--- src/rtl/fifo_wr_arbiter.sv ---
// rtl/fifo_wr_arbiter.sv - round-robin burst arbiter in front of the FIFO write port
module fifo_wr_arbiter #(
   parameter int DWIDTH = 8,
   parameter int NREQ   = 4,
   parameter int BURST  = 4
) (
   input  logic                     wclk,
   input  logic                     wrst,
   input  logic [NREQ-1:0]          req_valid,
   input  logic [NREQ*DWIDTH-1:0]   req_data,
   output logic [NREQ-1:0]          req_ready,
   input  logic                     wfull,
   output logic                     w_en,
   output logic [DWIDTH-1:0]        wdata,
   output logic [NREQ-1:0]          grant,
   output logic                     busy
);

   localparam int LW = $clog2(NREQ);
   localparam int CW = (BURST > 1) ? $clog2(BURST) : 1;

   typedef enum logic {S_IDLE, S_GRANT} state_t;

   state_t          state;
   logic [LW-1:0]   last;
   logic [CW-1:0]   cnt;
   logic [LW-1:0]   owner;
   logic            owner_valid;
   logic [LW-1:0]   pick;
   logic            found;
   int              idx;

   always_comb begin
      owner = '0;
      for (int i = 0; i < NREQ; i++) begin
         if (grant[i]) owner = LW'(i);
      end
   end

   assign owner_valid = |(grant & req_valid);
   assign w_en        = owner_valid & ~wfull;
   assign req_ready   = wfull ? '0 : grant;
   assign wdata       = req_data[int'(owner)*DWIDTH +: DWIDTH];
   assign busy        = (state == S_GRANT);

   // Scan starts just past the previous owner so it is served last.
   always_comb begin
      found = 1'b0;
      pick  = '0;
      idx   = 0;
      for (int k = 1; k <= NREQ; k++) begin
         idx = (int'(last) + k) % NREQ;
         if (!found && req_valid[idx[LW-1:0]]) begin
            found = 1'b1;
            pick  = idx[LW-1:0];
         end
      end
   end

   always_ff @(posedge wclk or posedge wrst) begin
      if (wrst) begin
         state <= S_IDLE;
         grant <= '0;
         cnt   <= '0;
         last  <= LW'(NREQ - 1);
      end else begin
         case (state)
            S_IDLE: begin
               if (found) begin
                  state <= S_GRANT;
                  grant <= NREQ'(1) << pick;
                  cnt   <= '0;
               end
            end
            S_GRANT: begin
               if (!owner_valid || (w_en && cnt == CW'(BURST - 1))) begin
                  state <= S_IDLE;
                  last  <= owner;
                  grant <= '0;
                  cnt   <= '0;
               end else if (w_en) begin
                  cnt <= cnt + 1'b1;
               end
            end
            default: begin
               state <= S_IDLE;
               grant <= '0;
               cnt   <= '0;
            end
         endcase
      end
   end

endmodule

--- config.mk ---
export PLATFORM = sky130hd
export DESIGN_NAME = fifo_wr_arbiter
export DESIGN_NICKNAME = d
export VERILOG_FILES = /design/src/rtl/fifo_wr_arbiter.sv
export SDC_FILE = /design/constraint.sdc
export NUM_CORES = 1
export LEC_CHECK = 0
export CAP_MARGIN = 25
export CORE_ASPECT_RATIO = 1.25
export CORE_MARGIN = 4
export CORE_UTILIZATION = 38
export DETAILED_ROUTE_END_ITERATION = 10
export PLACE_DENSITY = 0.89
export SYNTH_ARGS = -nofsm -noshare
export SYNTH_HDL_FRONTEND = slang
export SYNTH_SLANG_ARGS = --single-unit
--- constraint.sdc ---
create_clock -name wclk -period 1.9 [get_ports wclk]
set_input_delay 0.57 -clock wclk [delete_from_list [all_inputs] [get_ports wclk]]
set_output_delay 0.57 -clock wclk [all_outputs]
set_load 0.01 [all_outputs]
==> run metrics <==
DIE AREA=approximately 0.0030 sq mm; first-pass GRT wire length=4770 microns; Post-Synth Simple-Gate Area=0.252; CTS tree=yes; synthesized cell area=845 sq um; ANT cells=0; Final min period=2.01 ns; status=complete, but fails checks; Final ANT Viol Nets=0; final-report setup violation count=9; hold crit path type=reg2reg; fin crit share=1.06; WL final=3070 microns; CTS Sinks=9; Power Dens Cells=1170 mW/mm^2; critical path arrival=~1.4 ns; Slew Limit Headroom=0.761; Crit Path Class=reg2out; io pins=57; max-slew violations=0; sequential fraction of the synthesis area=0.270; Worst setup EP type=output pin; Core Footprint=0.00205 sq mm; Die Height=60.7 microns; RSZ-0062 raised after global routing=true; Adder-Cell Fraction of Synth Area=0.0148; Site Rows=18; Compound-Gate Fraction of Synth Area=0.277; Final Util=0.757; Via density=5.22; largest net degree at the start of global routing=22; GRT Residual Overflow=0; Fmax achieved=498 MHz; Leakage=0.723 nW; initial DRC count=7; CTS Buf Count=3; vias=1,090; failing checks=setup timing; Async SR Flop Fraction=1.00; GRT Total Usage=0.210; Distinct cells, synth=32; commonest non-fill, non-tap cells in the layout=dlygate4sd2_1 (25), clkdlybuf4s50_1 (18), nor2_1 (13), buf_2 (13); DRT Pass-1 Iters=4; mux contribution to synthesized area=0.130; Post-Syn Nets=148; H-tree Lvls=1; drt wl/cell=14.7 microns; Max-Cap Viols=0; Ys Warns=0; initial antenna violation count=0; DRC=0; initial core utilization=0.412; Synth Instances=108; worst-case clock buffer depth=2; flops & latches, synth=9; Avg Cell Area, Syn=between 7 and 8 sq um; Fin Clk Skew=between 0.003 and 0.004 ns; most common cell after layout, fill and taps aside=dlygate4sd2_1; Final Hold Vio Count=0; Final nets=220; Slew @ Worst Pin=between 0.3 and 0.4 ns; XOR/XNOR Fraction of Synth Area=0; CP peak stage delay=0.44 ns; Total Power=1.82 mW; final setup margin=-0.108 ns; CTS Root Cell=clkbuf_4; clk_lat worst skew=0.27 ns; Die Wd=50.2 microns; layout cells sized above 1=0.279; ys flop type=dfrtp_1; clk slew on worst S/H paths=roughly 0.060 ns; worst ir drop on vdd=734 uV; largest family of logic cells by synthesized area=compound AO/OA/AOI/OAI gates; Setup crit start kind=flip-flop; critical path cell sequence=buf_12, mux2i_2, nor2_1, a21oi_1, o21ai_1, buf_2; Critical Path Fanout Max=6; number of flops mapped to enable cells by yosys=0; number of global-route vias before repair=~1.2k; CP max-delay cell=dfrtp_2; hold_ws=0.491 ns; GPL Wtd Cong=0.829; pre-CTS setup slack=-0.660 ns; P&R area growth vs syn=83.7%; IO buf count=56; Data required, critical path=1.33 ns; post-DP HPWL=2410 microns
worst paths after layout:
check	from	end	slack, ns	cells past startpoint
max in group asynchronous	wrst	last[1]	1.04	2
worst min register to register	last[0]	last[0]	0.49	2
worst max register to register	grant[2]	grant[1]	0.27	7
worst max-delay path	grant[1]	wdata[4]	-0.11	6
min in group asynchronous	wrst	grant[0]	0.57	2
worst min-delay path	last[0]	last[0]	0.49	2
stage by stage:
| step | cell area (sq um) | cells | setup TNS, ns |
|---|---|---|---|
| final | 1550 | 209 | -0.667 |
| after global routing | 1550 | 209 | -1.28 |
| after CTS | 1490 | 206 | -0.659 |
| after detailed placement | 1550 | 201 | -8.24 |
| after global placement | 1550 | 201 | -7.56 |
| after floorplan | 845 | 108 | 0 |
final cells by class:
cell class              instances  area [sq um]
multi-input cells              88           588
well taps                      30          37.5
fillers                       150           498
flip-flops and latches          9           230
repair buffers                 73           651
inverters                       5          18.8
clock buffers                   4          26.3
where the power goes:
part / internal (mW) / switching, mW
clock network: 0.0810 / 0.0684
registers: 0.274 / 0.0799
logic: 0.693 / 0.626
worst max-delay path: cells and delay by family, from the launching register on:
| family | cells | cell delay [ns] |
|---|---|---|
| DFF | 1 | 0.44 |
| buffers and inverters | 2 | 0.29 |
| muxes | 1 | 0.19 |
| AOI/OAI and AO/OA | 2 | 0.19 |
| and+or+nand+nor | 1 | 0.07 |
routing by layer:
layer / global-route usage / wire [microns]
met1: 0.196 / 1050
met4: 0.150 / 131
met3: 0.0614 / 302
met2: 0.394 / 1590
met5: 0 / 0
flip-flops by register name, indices dropped and copies added (netlist names):
signal,cells
cnt,2
busy,1
last,2
grant,4
timing repair:
item / 4_1_cts / 5_1_grt
hold buffers: 0 / 0
cloned: 0 / 1
buffers inserted: 1 / 2
setup endpoints to repair: 16 / 11
resized for setup: 88 / 6
pin swaps: 19 / 15
kinds of logic (layout without fill, tap and decap cells):
kind of cell             after synthesis  in the layout
adder cells (fa/ha/maj)                1              1
AND/OR/NAND/NOR                       42             42
buffers and inverters                 11             82
multiplexers                          11             11
AO/OA/AOI/OAI                         34             34
flip-flops                             9              9
synth_stat cells, types with 2 or more instances:
master	count	share of area
nor2_1	14	0.062
and2_2	2	0.018
dfrtp_1	7	0.21
nand2b_1	2	0.015
nor2b_1	5	0.037
o2bb2ai_1	2	0.021
o21ai_0	10	0.059
clkbuf_1	3	0.013
dfstp_2	2	0.062
a22o_1	3	0.031
nand2_1	12	0.053
buf_2	2	0.012
mux2i_1	11	0.13
inv_1	5	0.022
a21oi_1	11	0.065
(Power assumes the default switching activity.)
